**src/rtl/control_unit_pkg.sv**
```systemverilog
// Shared types for the Mini SRC control unit: opcodes, IR field
// positions, sequencer states, instruction classes, ALU strobes.
package control_unit_pkg;

  localparam int OPC_HI = 31;
  localparam int OPC_LO = 27;

  localparam logic [4:0]
    OPC_LD   = 5'd0,  OPC_LDI  = 5'd1,  OPC_ST   = 5'd2,
    OPC_ADD  = 5'd3,  OPC_SUB  = 5'd4,  OPC_AND  = 5'd5,
    OPC_OR   = 5'd6,  OPC_ROR  = 5'd7,  OPC_ROL  = 5'd8,
    OPC_SHR  = 5'd9,  OPC_SHRA = 5'd10, OPC_SHL  = 5'd11,
    OPC_ADDI = 5'd12, OPC_ANDI = 5'd13, OPC_ORI  = 5'd14,
    OPC_MUL  = 5'd15, OPC_DIV  = 5'd16, OPC_NEG  = 5'd17,
    OPC_NOT  = 5'd18, OPC_BR   = 5'd19, OPC_JR   = 5'd20,
    OPC_JAL  = 5'd21, OPC_IN   = 5'd22, OPC_OUT  = 5'd23,
    OPC_MFHI = 5'd24, OPC_MFLO = 5'd25, OPC_NOP  = 5'd26,
    OPC_HALT = 5'd27;

  typedef enum logic [2:0] {
    S_RESET, S_FETCH0, S_FETCH1, S_FETCH2, S_EXEC, S_HALT
  } state_t;

  typedef enum logic [3:0] {
    C_NOP, C_ALU_R, C_ALU_I, C_MULDIV, C_UNARY,
    C_LD, C_LDI, C_ST, C_BR, C_JR, C_JAL,
    C_IN, C_OUT, C_MFHI, C_MFLO, C_HALT
  } iclass_t;

  typedef logic [12:0] alu_op_t;

  localparam alu_op_t OP_NONE = 13'h0000;
  localparam alu_op_t OP_ADD  = 13'h0001;
  localparam alu_op_t OP_SUB  = 13'h0002;
  localparam alu_op_t OP_AND  = 13'h0004;
  localparam alu_op_t OP_OR   = 13'h0008;
  localparam alu_op_t OP_SHR  = 13'h0010;
  localparam alu_op_t OP_SHRA = 13'h0020;
  localparam alu_op_t OP_SHL  = 13'h0040;
  localparam alu_op_t OP_ROR  = 13'h0080;
  localparam alu_op_t OP_ROL  = 13'h0100;
  localparam alu_op_t OP_MUL  = 13'h0200;
  localparam alu_op_t OP_DIV  = 13'h0400;
  localparam alu_op_t OP_NEG  = 13'h0800;
  localparam alu_op_t OP_NOT  = 13'h1000;

  typedef struct packed {
    logic    pc_out;
    logic    zlow_out;
    logic    zhigh_out;
    logic    mdr_out;
    logic    hi_out;
    logic    lo_out;
    logic    c_out;
    logic    ba_out;
    logic    inport_out;
    logic    pc_in;
    logic    ir_in;
    logic    mar_in;
    logic    mdr_in;
    logic    y_in;
    logic    z_in;
    logic    hi_in;
    logic    lo_in;
    logic    con_in;
    logic    outport_in;
    logic    gra;
    logic    grb;
    logic    grc;
    logic    r_in;
    logic    r_out;
    logic    inc_pc;
    logic    read;
    logic    write;
    alu_op_t alu;
  } ctrl_t;

  // Final execute step of each class; nop/halt spend one idle T3.
  function automatic logic [2:0] last_step(iclass_t c);
    logic [2:0] s;
    case (c)
      C_ALU_R, C_ALU_I, C_LDI: s = 3'd5;
      C_MULDIV, C_ST, C_BR:    s = 3'd6;
      C_LD:                    s = 3'd7;
      C_UNARY, C_JAL:          s = 3'd4;
      default:                 s = 3'd3;
    endcase
    return s;
  endfunction

endpackage

```
**src/rtl/cu_decode.sv**
```systemverilog
// Opcode decoder: opcode -> instruction class and ALU strobe.
// Ports: opcode in; iclass, alu_op (one-hot or none) out.
module cu_decode
  import control_unit_pkg::*;
(
  input  logic [4:0] opcode,
  output iclass_t    iclass,
  output alu_op_t    alu_op
);

  always_comb begin
    iclass = C_NOP;
    alu_op = OP_NONE;
    unique case (opcode)
      OPC_LD:   iclass = C_LD;
      OPC_LDI:  iclass = C_LDI;
      OPC_ST:   iclass = C_ST;
      OPC_ADD:  begin iclass = C_ALU_R;  alu_op = OP_ADD;  end
      OPC_SUB:  begin iclass = C_ALU_R;  alu_op = OP_SUB;  end
      OPC_AND:  begin iclass = C_ALU_R;  alu_op = OP_AND;  end
      OPC_OR:   begin iclass = C_ALU_R;  alu_op = OP_OR;   end
      OPC_ROR:  begin iclass = C_ALU_R;  alu_op = OP_ROR;  end
      OPC_ROL:  begin iclass = C_ALU_R;  alu_op = OP_ROL;  end
      OPC_SHR:  begin iclass = C_ALU_R;  alu_op = OP_SHR;  end
      OPC_SHRA: begin iclass = C_ALU_R;  alu_op = OP_SHRA; end
      OPC_SHL:  begin iclass = C_ALU_R;  alu_op = OP_SHL;  end
      OPC_ADDI: begin iclass = C_ALU_I;  alu_op = OP_ADD;  end
      OPC_ANDI: begin iclass = C_ALU_I;  alu_op = OP_AND;  end
      OPC_ORI:  begin iclass = C_ALU_I;  alu_op = OP_OR;   end
      OPC_MUL:  begin iclass = C_MULDIV; alu_op = OP_MUL;  end
      OPC_DIV:  begin iclass = C_MULDIV; alu_op = OP_DIV;  end
      OPC_NEG:  begin iclass = C_UNARY;  alu_op = OP_NEG;  end
      OPC_NOT:  begin iclass = C_UNARY;  alu_op = OP_NOT;  end
      OPC_BR:   iclass = C_BR;
      OPC_JR:   iclass = C_JR;
      OPC_JAL:  iclass = C_JAL;
      OPC_IN:   iclass = C_IN;
      OPC_OUT:  iclass = C_OUT;
      OPC_MFHI: iclass = C_MFHI;
      OPC_MFLO: iclass = C_MFLO;
      OPC_NOP:  iclass = C_NOP;
      OPC_HALT: iclass = C_HALT;
      default:  iclass = C_NOP;
    endcase
  end

endmodule

```
**src/rtl/control_unit.sv**
```systemverilog
// Mini SRC Moore sequencer: fetch, decode, execute T3..T7.
// Ports: Clock, Clear (sync high), IR_In, BranchIn, Stop in;
// Run plus every datapath control strobe out.
// MULDIV_WAIT_EN: hold MUL/DIV T4 for MULDIV_CYCLES cycles.
module control_unit
  import control_unit_pkg::*;
#(
  parameter int MULDIV_CYCLES = 4
) (
  input  logic        Clock,
  input  logic        Clear,
  input  logic [31:0] IR_In,
  input  logic        BranchIn,
  input  logic        Stop,
  output logic        Run,
  output logic        PCout,
  output logic        Zlowout,
  output logic        Zhighout,
  output logic        MDRout,
  output logic        HIout,
  output logic        LOout,
  output logic        Cout,
  output logic        BAout,
  output logic        InPortout,
  output logic        PCin,
  output logic        IRin,
  output logic        MARin,
  output logic        MDRin,
  output logic        Yin,
  output logic        Zin,
  output logic        HIin,
  output logic        LOin,
  output logic        CONin,
  output logic        OutPortIn,
  output logic        Gra,
  output logic        Grb,
  output logic        Grc,
  output logic        Rin,
  output logic        Rout,
  output logic        IncPC,
  output logic        Read,
  output logic        Write,
  output logic        ADD,
  output logic        SUB,
  output logic        AND,
  output logic        OR,
  output logic        SHR,
  output logic        SHRA,
  output logic        SHL,
  output logic        ROR,
  output logic        ROL,
  output logic        MUL,
  output logic        DIV,
  output logic        NEG,
  output logic        NOT
);

  state_t     state_q, state_n;
  logic [2:0] step_q, step_n;
  iclass_t    cls_q, cls_n, dec_cls;
  alu_op_t    op_q, op_n, dec_op;
  logic       taken_q, taken_n;
  logic       hold;
  ctrl_t      c;
  logic       unused_ir;

  assign unused_ir = ^IR_In[OPC_LO-1:0];

  cu_decode u_dec (
    .opcode (IR_In[OPC_HI:OPC_LO]),
    .iclass (dec_cls),
    .alu_op (dec_op)
  );

`ifdef MULDIV_WAIT_EN
  logic [3:0] wait_q;

  always_ff @(posedge Clock) begin
    if (Clear)
      wait_q <= '0;
    else if (state_q == S_FETCH2)
      wait_q <= 4'(MULDIV_CYCLES);
    else if (hold)
      wait_q <= wait_q - 4'd1;
  end

  assign hold = (state_q == S_EXEC) &&
                (cls_q == C_MULDIV) &&
                (step_q == 3'd4) &&
                (wait_q > 4'd1);
`else
  logic [3:0] unused_cycles;

  assign unused_cycles = 4'(MULDIV_CYCLES);
  assign hold = 1'b0;
`endif

  always_ff @(posedge Clock) begin
    if (Clear) begin
      state_q <= S_RESET;
      step_q  <= '0;
      cls_q   <= C_NOP;
      op_q    <= OP_NONE;
      taken_q <= 1'b0;
    end else begin
      state_q <= state_n;
      step_q  <= step_n;
      cls_q   <= cls_n;
      op_q    <= op_n;
      taken_q <= taken_n;
    end
  end

  // IR_In must carry the fetched word as FETCH2 completes;
  // the class is latched then so outputs stay register-driven.
  always_comb begin
    state_n = state_q;
    step_n  = step_q;
    cls_n   = cls_q;
    op_n    = op_q;
    taken_n = taken_q;
    unique case (state_q)
      S_RESET:  state_n = S_FETCH0;
      S_FETCH0: state_n = S_FETCH1;
      S_FETCH1: state_n = S_FETCH2;
      S_FETCH2: begin
        state_n = S_EXEC;
        step_n  = 3'd3;
        cls_n   = dec_cls;
        op_n    = dec_op;
      end
      S_EXEC: begin
        // CON FF was loaded in T3; its value is stable by T5.
        if (step_q == 3'd5)
          taken_n = BranchIn;
        if (!hold) begin
          if (step_q == last_step(cls_q)) begin
            step_n  = '0;
            state_n = (cls_q == C_HALT || Stop) ?
                      S_HALT : S_FETCH0;
          end else begin
            step_n = step_q + 3'd1;
          end
        end
      end
      S_HALT:  state_n = S_HALT;
      default: state_n = S_RESET;
    endcase
  end

  always_comb begin
    c = '0;
    unique case (state_q)
      S_FETCH0: begin
        c.pc_out = 1'b1; c.mar_in = 1'b1;
        c.inc_pc = 1'b1; c.z_in   = 1'b1;
      end
      S_FETCH1: begin
        c.zlow_out = 1'b1; c.pc_in  = 1'b1;
        c.read     = 1'b1; c.mdr_in = 1'b1;
      end
      S_FETCH2: begin
        c.mdr_out = 1'b1; c.ir_in = 1'b1;
      end
      S_EXEC: begin
        unique case (cls_q)
          C_ALU_R, C_ALU_I: begin
            case (step_q)
              3'd3: begin
                c.grb = 1'b1; c.r_out = 1'b1; c.y_in = 1'b1;
              end
              3'd4: begin
                if (cls_q == C_ALU_I) begin
                  c.c_out = 1'b1;
                end else begin
                  c.grc = 1'b1; c.r_out = 1'b1;
                end
                c.alu  = op_q;
                c.z_in = 1'b1;
              end
              3'd5: begin
                c.zlow_out = 1'b1; c.gra = 1'b1; c.r_in = 1'b1;
              end
              default: ;
            endcase
          end
          C_MULDIV: begin
            case (step_q)
              3'd3: begin
                c.gra = 1'b1; c.r_out = 1'b1; c.y_in = 1'b1;
              end
              3'd4: begin
                c.grb  = 1'b1; c.r_out = 1'b1;
                c.alu  = op_q; c.z_in  = 1'b1;
              end
              3'd5: begin
                c.zlow_out = 1'b1; c.lo_in = 1'b1;
              end
              3'd6: begin
                c.zhigh_out = 1'b1; c.hi_in = 1'b1;
              end
              default: ;
            endcase
          end
          C_UNARY: begin
            case (step_q)
              3'd3: begin
                c.grb  = 1'b1; c.r_out = 1'b1;
                c.alu  = op_q; c.z_in  = 1'b1;
              end
              3'd4: begin
                c.zlow_out = 1'b1; c.gra = 1'b1; c.r_in = 1'b1;
              end
              default: ;
            endcase
          end
          C_LD, C_LDI, C_ST: begin
            case (step_q)
              3'd3: begin
                c.grb = 1'b1; c.ba_out = 1'b1; c.y_in = 1'b1;
              end
              3'd4: begin
                c.c_out = 1'b1; c.alu = OP_ADD; c.z_in = 1'b1;
              end
              3'd5: begin
                c.zlow_out = 1'b1;
                if (cls_q == C_LDI) begin
                  c.gra = 1'b1; c.r_in = 1'b1;
                end else begin
                  c.mar_in = 1'b1;
                end
              end
              3'd6: begin
                if (cls_q == C_ST) begin
                  c.gra = 1'b1; c.r_out = 1'b1; c.write = 1'b1;
                end else begin
                  c.read = 1'b1; c.mdr_in = 1'b1;
                end
              end
              3'd7: begin
                c.mdr_out = 1'b1; c.gra = 1'b1; c.r_in = 1'b1;
              end
              default: ;
            endcase
          end
          C_BR: begin
            case (step_q)
              3'd3: begin
                c.gra = 1'b1; c.r_out = 1'b1; c.con_in = 1'b1;
              end
              3'd4: begin
                c.pc_out = 1'b1; c.y_in = 1'b1;
              end
              3'd5: begin
                c.c_out = 1'b1; c.alu = OP_ADD; c.z_in = 1'b1;
              end
              3'd6: begin
                c.zlow_out = taken_q; c.pc_in = taken_q;
              end
              default: ;
            endcase
          end
          C_JR: begin
            c.gra = 1'b1; c.r_out = 1'b1; c.pc_in = 1'b1;
          end
          C_JAL: begin
            if (step_q == 3'd3) begin
              c.pc_out = 1'b1; c.grb = 1'b1; c.r_in = 1'b1;
            end else begin
              c.gra = 1'b1; c.r_out = 1'b1; c.pc_in = 1'b1;
            end
          end
          C_IN: begin
            c.inport_out = 1'b1; c.gra = 1'b1; c.r_in = 1'b1;
          end
          C_OUT: begin
            c.gra = 1'b1; c.r_out = 1'b1; c.outport_in = 1'b1;
          end
          C_MFHI: begin
            c.hi_out = 1'b1; c.gra = 1'b1; c.r_in = 1'b1;
          end
          C_MFLO: begin
            c.lo_out = 1'b1; c.gra = 1'b1; c.r_in = 1'b1;
          end
          default: ;
        endcase
      end
      default: ;
    endcase
  end

  assign Run = (state_q != S_RESET) && (state_q != S_HALT);

  assign {PCout, Zlowout, Zhighout, MDRout, HIout, LOout,
          Cout, BAout, InPortout, PCin, IRin, MARin, MDRin,
          Yin, Zin, HIin, LOin, CONin, OutPortIn, Gra, Grb,
          Grc, Rin, Rout, IncPC, Read, Write} = c[39:13];

  assign {NOT, NEG, DIV, MUL, ROL, ROR, SHL, SHRA, SHR,
          OR, AND, SUB, ADD} = c.alu;

endmodule

```
**config.mk**
```make
export PLATFORM = sky130hd
export DESIGN_NAME = control_unit
export DESIGN_NICKNAME = d
export VERILOG_FILES = /design/src/rtl/control_unit_pkg.sv /design/src/rtl/cu_decode.sv /design/src/rtl/control_unit.sv
export SDC_FILE = /design/constraint.sdc
export NUM_CORES = 1
export LEC_CHECK = 0
export CORE_MARGIN = 10
export CORE_UTILIZATION = 45
export CTS_CLUSTER_DIAMETER = 80
export DETAILED_ROUTE_END_ITERATION = 10
export DONT_BUFFER_PORTS = 1
export PLACE_DENSITY_LB_ADDON = 0.1
export SLEW_MARGIN = 30
export SYNTH_ARGS = -nofsm -noshare
export SYNTH_HDL_FRONTEND = slang
export SYNTH_SLANG_ARGS = --single-unit
export TNS_END_PERCENT = 50
```
**constraint.sdc**
```tcl
create_clock -name Clock -period 6.5 [get_ports Clock]
set_input_delay 1.3 -clock Clock [delete_from_list [all_inputs] [get_ports Clock]]
set_output_delay 1.3 -clock Clock [all_outputs]
set_load 0.02 [all_outputs]
```
; Yosys cells after proc, flatten, opt, wreduce, memory -nomap -nowiden
; Memories as Yosys holds them, arrays and structs flattened. A register that Yosys moved wholly into a read port is not among the register bits.
; Index checks and enable logic that the tools add are counted.
[totals]
reg_bits = 24
elab_cells = 161
romBits = 48
memories = 1
output_inout_bits = 41
[mem_list]
columns = memory, words, word_bits, read_ports, rd_clocked_by_memory_dff, write_ports, line
row1 = (no name shown), 16, 3, 1, 1, 0, control_unit_pkg.sv:81  ; case (c)
[op_classes]
reduce_logical = 25
muxes = 75
n_addsub = 1
n_eq_ne = 54
[op_table]
columns = op, n
row1 = case mux 13 bit (13 select lines), 1
row2 = case mux 4 bit (15 select lines), 1
row3 = "== test 5 bit, second input constant", 11
row4 = case mux 13 bit (4 select lines), 1
row5 = "== test 5 x 4 -> 1 bit, second input constant", 8
row6 = two-way mux 1 bit, 34
row7 = "== test 4 bit, second input constant", 8
row8 = two-way mux 13 bit, 2
row9 = case mux 1 bit (2 select lines), 13
row10 = "== test 5 x 3 -> 1 bit, second input constant", 4
row11 = OR reduction 2 bit, 10
row12 = "== test 3 bit, second input constant", 6
row13 = case mux 3 bit (6 select lines), 1
row14 = "== test 4 x 3 -> 1 bit, second input constant", 4
row15 = case mux 1 bit (3 select lines), 5
row16 = two-way mux 14 bit, 1
row17 = two-way mux 3 bit, 4
row18 = case mux 1 bit (6 select lines), 2
row19 = OR reduction 3 bit, 4
row20 = "== test 5 x 2 -> 1 bit, second input constant", 2
row21 = "== test 3 x 2 -> 1 bit, second input constant", 3
row22 = two-way mux 9 bit, 1
row23 = OR reduction 9 bit, 1
row24 = "== test 4 x 2 -> 1 bit, second input constant", 2
row25 = other kinds (22), 26

; Longest topological paths before layout
; Gate-level depths: netlist (run 1).
[depth]
word_depth = 5
mapped_depth = 11
mapped_depth_nobuf = 10

; Modules after synthesis
; From an unflattened synthesis (run 1), not the netlist that was laid out.
[hier_totals]
hier_cells = 339
area_unflattened_um2 = 2386.0
[by_module_without_submodules]
columns = module, n_inst, cells_each, area_each_um2
row1 = control_unit, 1, 287, 2059.5
row2 = cu_decode, 1, 52, 326.6

; Worst setup path before layout (run 1)
; No wires, ideal clock.
[synth_timing]
path_kind = register to output
from = register step_q[0]
to = output Rout
path_stages_with_launch = 8
path_slack_ps = 3042
n_path_buf = 1
required_time_ps = 5200
arrival_ps = 2158
cell_sequence = dfxtp_1 > ha_1 > ha_1 > clkbuf_1 > a21oi_1 > a2111oi_0 > nor2_1 > a211oi_1
[synth_via]
elab_chain_len = 5
elab_cells_between_ends = 11
classes_between = 3 x eq/ne / 7 x mux / 1 x reduce/logical
[synth_lines]
columns = item, line
row1 = "start, declared", control_unit.sv:59  ; logic [2:0] step_q, step_n;
row2 = "start signal, assigned", control_unit.sv:107  ; step_q <= step_n;
row3 = == test 3 x 2 -> 1 bit or == test 3 bit (tied branches), --
row4 = OR reduction 2 bit (no line), --
row5 = two-way mux 1 bit, control_unit.sv:188  ; case (step_q)
row6 = case mux 1 bit (6 select lines) *, control_unit.sv:166  ; unique case (cls_q)
row7 = two-way mux 9 bit *, control_unit.sv:153  ; unique case (state_q)
row8 = "end, declared", control_unit.sv:39  ; output logic Rout,
; Every way passes the cells marked *; elsewhere a longest branch is shown, timed or not.

; Worst setup path in the final report (run 1)
; Ends and elaborated chain as after synthesis.

==> run_results.csv, run 1 <==
group,metric,value,unit
outcome,status,"completed",
floorplanning,initial_core_util,0.469,
worst_setup_path,crit_required,5.20,ns
timing,fin_setup_tns,0,ns
timing,final.min_clock_period,4.11,ns
synthesis,ys_ff_latch,27,
routing,wl_per_cell,17.4,um
placement,placed_cells,354,
clocking,cts_setup_buffers,0,
synthesis,async_flop_share,0,
synthesis,synth-edff-count,0,
routing,vias,2099,
synthesis,yosysWarnings,0,
finish,n_antenna_cell,0,
finish,area_growth,-0.112,%
clocking,clk_latency,0.27,ns
routing,drtAntennaViolNets,0,
placement,io_buffer_count,0,
synthesis,ys_seq_area_frac,0.241,
synthesis,synth.avg_cell_area,7.21,um^2
timing,drv_slew,0,
floorplanning,std_cell_rows,25,
finish,final_common_cell,"nor2_1",
global_route,antenna_found_initial,0,
clocking,cts.clk_slew.worst_paths,0.09,ns
power,p_leak,0.785,nW
timing,clock_skew,0.00228,ns
timing,hold_slack,0.452,ns
job,maxCapViolations,0,
floorplanning,die_area,8210,um^2
worst_setup_path,crit_type,"reg -> out",
global_route,use_met2,0.222,
routing,route.detailed.drc,0,
timing,grt_setup_unrepaired,"false",
clocking,post_cts_resized,0,
floorplanning,num_io_pins,77,
clocking,root_buffer,"clkbuf_8",
synthesis,syn_nets,356,
timing,fin_crit_sh,0.632,
clocking,h-tree-depth,1,
global_route,grt_overflow,0,
timing,tightest_slew,0.911,ns
global_route,globalRouteMet3Util,0.0283,
finish,layout-drive-gt1-share,0.0515,
placement,place_congestion,0.888,
worst_setup_path,startpoint_type,"register",
clocking,hold_buffers,0,
synthesis,ys_types,62,
synthesis,syn_area,2240,um^2
synthesis,synthFlopType,"dfxtp_1",
clocking,clock_sinks,27,
worst_setup_path,crit_arrival,2.81,ns
clocking,cts_tree,"built",
placement,dp_hpwl,4600,um
floorplanning,dieWidth,90.6,um
global_route,grt.total_usage,0.144,
global_route,grt_pass1_wl,10100,um
floorplanning,core,4790,um^2
timing,timing.fmax,0.243,GHz
finish,nets,337,
routing,via_per_inst,5.86,
clocking,numCtsBuffers,3,
routing,first_pass_iters,5,
finish,stdcell_count,358,
worst_setup_path,end_kind,"primary output",
worst_setup_path,critPathMaxFanout,16,
timing,hold_viol,0,
power,p_total,0.000378,W
floorplanning,die_y,90.6,um
global_route,grt_pass1_vias,1985,
global_route,grt-busiest-layer,"met2",
global_route,use_met1,0.199,
global_route,grt_max_degree,29,
power,power.density,169,nW/um^2
routing,wirelength,6210,um
finish,most-common-layout-cells,"nor2_1, dfxtp_1, nand2_1",
synthesis,netlist_instances,311,
timing,slew_headroom,0.392,
clocking,clockBufferDepth,2,
power,ir_drop,0.0798,mV
hold_path,hp-class,"reg -> reg",
routing,first_iter_violations,157,
timing,setup_viol,0,
finish,utilization,0.468,
==> final timing paths <==
check	depth (start not counted)	end	from	slack (ns)
max reg2reg	8	register	state_q[0]	4.06
max	6	Rout	step_q[0]	2.39
min reg2reg	2	op_q[2]	op_q[2]	0.45
min	2	op_q[2]	op_q[2]	0.45
==> cell type report <==
type	instances	area, um^2
multi-input combinational	248	1520
clock buffer	4	45.0
inverter	12	50.0
tap	67	83.8
sequential	27	541
fill	509	2540
==> metrics by stage <==
stage	area [um^2]	setup WS (ns)
2_1_floorplan	2240	3.04
3_3_place_gp	2200	2.66
3_5_place_dp	2200	2.65
4_1_cts	2240	2.35
5_1_grt	2240	2.03
6_report	2240	2.39
==> worst max-delay path, cell delays in order, from the launching register on <==
cell,delay [ns]
dfxtp_1,0.42
ha_1,0.23
ha_1,0.50
o211ai_1,0.16
a2111oi_0,0.43
nor2_1,0.09
a211oi_1,0.71
==> metal layers <==
metal	wire length, um	vias up
met3	494	12
met4	91	0
met2	2710	69
met1	2920	959
met5	0	-
li1	-	1059
==> power by group <==
part / switching (W) / internal (W) / total (W) / leakage (nW)
sequential: 0.0000175 / 0.000174 / 0.000192 / 0.219
combinational: 0.0000592 / 0.0000311 / 0.0000903 / 0.544
clock: 0.0000519 / 0.0000439 / 0.0000958 / 0.0228
==> cells in the mapped netlist, types with 2 or more instances <==
| cell type | number | area [um^2] |
|---|---|---|
| buf_2 | 6 | 30.0 |
| dfxtp_1 | 27 | 541 |
| nor2_1 | 38 | 143 |
| o21ai_0 | 17 | 85.1 |
| a311oi_1 | 2 | 17.5 |
| o41ai_1 | 2 | 17.5 |
| and3_1 | 4 | 25.0 |
| ha_1 | 9 | 113 |
| o31ai_2 | 2 | 25.0 |
| nor3_1 | 15 | 75.1 |
| a32oi_1 | 2 | 17.5 |
| clkbuf_1 | 9 | 33.8 |
| or2_1 | 2 | 12.5 |
| nor3b_1 | 2 | 15.0 |
| o21a_1 | 2 | 15.0 |
| and3b_1 | 2 | 17.5 |
| a31oi_1 | 4 | 25.0 |
| a21oi_1 | 22 | 110 |
| nor2b_1 | 13 | 81.3 |
| a41oi_1 | 2 | 17.5 |
| nand2b_1 | 7 | 43.8 |
| buf_6 | 2 | 22.5 |
| a21oi_2 | 2 | 17.5 |
| o21ai_1 | 2 | 10.0 |
| nand4_1 | 2 | 12.5 |
| inv_1 | 10 | 37.5 |
| and2_1 | 15 | 93.8 |
| nand3_1 | 11 | 55.1 |
| nand2_1 | 26 | 97.6 |
| buf_1 | 2 | 7.51 |
| xor2_1 | 3 | 26.3 |
| o22ai_1 | 2 | 12.5 |
| o21bai_1 | 2 | 15.0 |
| a211oi_1 | 4 | 30.0 |
| a22oi_1 | 8 | 60.1 |
| buf_4 | 5 | 37.5 |
==> cell families (layout without fill, tap and decap cells) <==
group           Yosys count  count (layout)  share of synthesized area
compound gates           87              87                      0.266
xor+xnor                  4               4                     0.0156
mux                       1               1                    0.00446
simple gates            147             147                      0.342
buf+inv                  36              16                     0.0809
flops                    27              27                      0.241
fa+ha+maj                 9               9                     0.0502
Power figures use the tool's default switching activity.
==> run 2: changes to the inputs <==
--- a/config.mk
+++ b/config.mk
@@ -5,6 +5,7 @@
 export SDC_FILE = /design/constraint.sdc
 export NUM_CORES = 1
 export LEC_CHECK = 0
+export ABC_AREA = 1
 export CORE_MARGIN = 10
 export CORE_UTILIZATION = 45
 export CTS_CLUSTER_DIAMETER = 80
==> constraint.sdc (replaced) <==
create_clock -name Clock -period 3.95 [get_ports Clock]
set_input_delay 0.79 -clock Clock [delete_from_list [all_inputs] [get_ports Clock]]
set_output_delay 0.79 -clock Clock [all_outputs]
set_load 0.02 [all_outputs]
==> run 2 against run 1 <==
Utilization up 0.83 points. Register-to-register slack worse by 2.2 ns. Clock power up 67%. Critical path type unchanged. Critical endpoint is now ADD.
==> run_results.csv, run 2 <==
group,metric,value,unit
outcome,status,"completed",
global_route,grt_pass1_wl,10300,um
worst_setup_path,crit_type,"reg -> out",
routing,route.detailed.drc,0,
synthesis,yosysWarnings,0,
clocking,cts.clk_slew.worst_paths,0.09,ns
placement,place_congestion,0.948,
synthesis,synth.avg_cell_area,5.84,um^2
timing,fin_setup_tns,0,ns
routing,dr_wl_met3,491,um
power,p_int,0.000451,W
worst_setup_path,cpLargestDelayFamily,"adder cells",
synthesis,muxShareOfSynthArea,0,
clocking,root_buffer,"clkbuf_8",
synthesis,synth_compound_area_frac,0.163,
timing,final.min_clock_period,3.15,ns
timing,clock_skew,0.00582,ns
timing,drv_slew,0,
global_route,grt_overflow,0,
finish,stdcell_count,421,
power,clkPwrFrac,0.208,
floorplanning,die_y,89.6,um
synthesis,synthMostInstantiatedCell,"nand2_1",
placement,dp_hpwl,5300,um
synthesis,syn_area,2180,um^2
finish,area_growth,2.64,%
synthesis,ys_ff_latch,27,
placement,io_buffer_count,0,
power,power.density,343,nW/um^2
synthesis,synth-edff-count,0,
timing,slew_headroom,0.463,
finish,final_common_cell,"nand2_1",
clocking,clockBufferDepth,2,
routing,via_per_inst,5.53,
power,ir_drop,0.132,mV
worst_setup_path,crit_required,3.16,ns
routing,drt-met1-wl,2870,um
floorplanning,std_cell_rows,25,
timing,hold_viol,0,
floorplanning,dieWidth,89.6,um
timing,setup_viol,0,
worst_setup_path,critical_path.cell_chain,"ha_1 > ha_1 > inv_1 > nor2_2 > a21oi_1 > inv_2 > nand2_1 > a21oi_1",
worst_setup_path,startpoint_type,"register",
routing,route.met2.wl,3130,um
synthesis,synth_simple_gate_area_frac,0.394,
timing,hold_slack,0.464,ns
worst_setup_path,r2r_setup_slack,1.84,ns
routing,wirelength,6600,um
synthesis,synth_top_area_share,0.248,
power,combPwrFrac,0.356,
routing,first_pass_iters,4,
clocking,clk_latency,0.28,ns
power,p_switching,0.000315,W
synthesis,syn_nets,418,
synthesis,ys_types,31,
clocking,hold_buffers,0,
worst_setup_path,max_stage_delay,0.42,ns
synthesis,synth_area_leaders,"dfxtp_1, nand2_1, nor2_1, inv_1, a21oi_1",
worst_setup_path,cp_slowest_cell,"dfxtp_1",
synthesis,yosysTopAreaCell,"dfxtp_1",
power,p_total,0.000766,W
finish,utilization,0.477,
routing,vias,2330,
clocking,numCtsBuffers,3,
clocking,post_cts_resized,0,
routing,highest_layer,"met4",
clocking,cts_setup_buffers,0,
job,maxCapViolations,0,
synthesis,synth-adder-area-share,0.0517,
routing,drtAntennaViolNets,0,
synthesis,synthTopCellsByCount,"nand2_1, nor2_1, inv_1, a21oi_1, dfxtp_1",
finish,layout-drive-gt1-share,0.0599,
global_route,grt_pass1_vias,2100,
routing,wl_per_cell,15.7,um
hold_path,hp-class,"reg -> reg",
global_route,grt_max_degree,23,
clocking,cts_tree,"built",
floorplanning,initial_core_util,0.464,
finish,most-common-layout-cells,"nand2_1, nor2_1, inv_1",
synthesis,netlist_instances,373,
power,p_sw_frac,0.411,
worst_setup_path,crit_arrival,2.36,ns
placement,placed_cells,417,
timing,grt_setup_unrepaired,"false",
power,p_leak,1.01,nW
floorplanning,die_area,8020,um^2
clocking,h-tree-depth,1,
floorplanning,core,4690,um^2
floorplanning,num_io_pins,77,
routing,first_iter_violations,139,
timing,tightest_slew,0.804,ns
worst_setup_path,critPathMaxFanout,12,
synthesis,synth_xor_area_frac,0.0121,
clocking,clock_sinks,27,
synthesis,synth_top_family_by_area,"simple AND/OR/NAND/NOR gates",
synthesis,ys_seq_area_frac,0.248,
worst_setup_path,path_buf_inv,2,
timing,fin_crit_sh,0.798,
synthesis,async_flop_share,0,
global_route,grt.total_usage,0.163,
timing,timing.fmax,0.317,GHz
global_route,antenna_found_initial,0,
finish,nets,413,
finish,n_antenna_cell,0,
synthesis,synthFlopType,"dfxtp_1",
power,power_frac_seq,0.435,
worst_setup_path,end_kind,"primary output",
-- run 2: logic make-up after synthesis --
family          count (synthesis)
buf+inv                        67
simple gates                  205
xor+xnor                        3
compound gates                 62
flops                          27
fa+ha+maj                       9
-- run 2: final cells by class --
class / count / area [um^2]
Clock buffer: 3 / 41.3
Clock inverter: 1 / 5.00
Fill cell: 525 / 2460
Inverter: 55 / 206
Multi-Input combinational cell: 279 / 1360
Sequential cell: 27 / 541
Tap cell: 54 / 67.6
Timing Repair Buffer: 2 / 15.0
-- run 2: through the flow --
| stage | worst slack (ns) | instance area [um^2] |
|---|---|---|
| floorplan | 1.34 | 2180 |
| CTS | 0.799 | 2230 |
| detailed placement | 1.12 | 2180 |
| global placement | 1.09 | 2180 |
| finish | 0.799 | 2240 |
| global route | 0.648 | 2240 |
-- run 2: path summary, 6_finish.rpt --
| kind | endpoint | depth (start not counted) | start |
|---|---|---|---|
| setup / recovery | ADD | 8 | step_q[1] |
| hold / removal | op_q[10] | 2 | op_q[10] |
| setup reg to reg | register | 11 | state_q[0] |
| hold reg to reg | op_q[10] | 2 | op_q[10] |
-- run 2: power by group through the flow --
stage,registers [W],clock network (W),logic [W]
after floorplan,0.000334,0,0.000232
after global placement,0.000339,0,0.000271
after detailed placement,0.000340,0,0.000272
after CTS,0.000334,0.000168,0.000273
after global routing,0.000339,0.000180,0.000311
final,0.000333,0.000160,0.000273
-- run 2: routing by layer --
metal / up-vias / global-route usage
li1: 1178 / -
met5: - / 0
met2: 85 / 0.290
met4: 0 / 0.0448
met1: 1057 / 0.190
met3: 10 / 0.0388
-- run 2: worst min-delay path, cell delays in order, from the launching register on --
cell and delay, ns:
dfxtp_1 0.32, nand2_1 0.06, a21oi_1 0.05
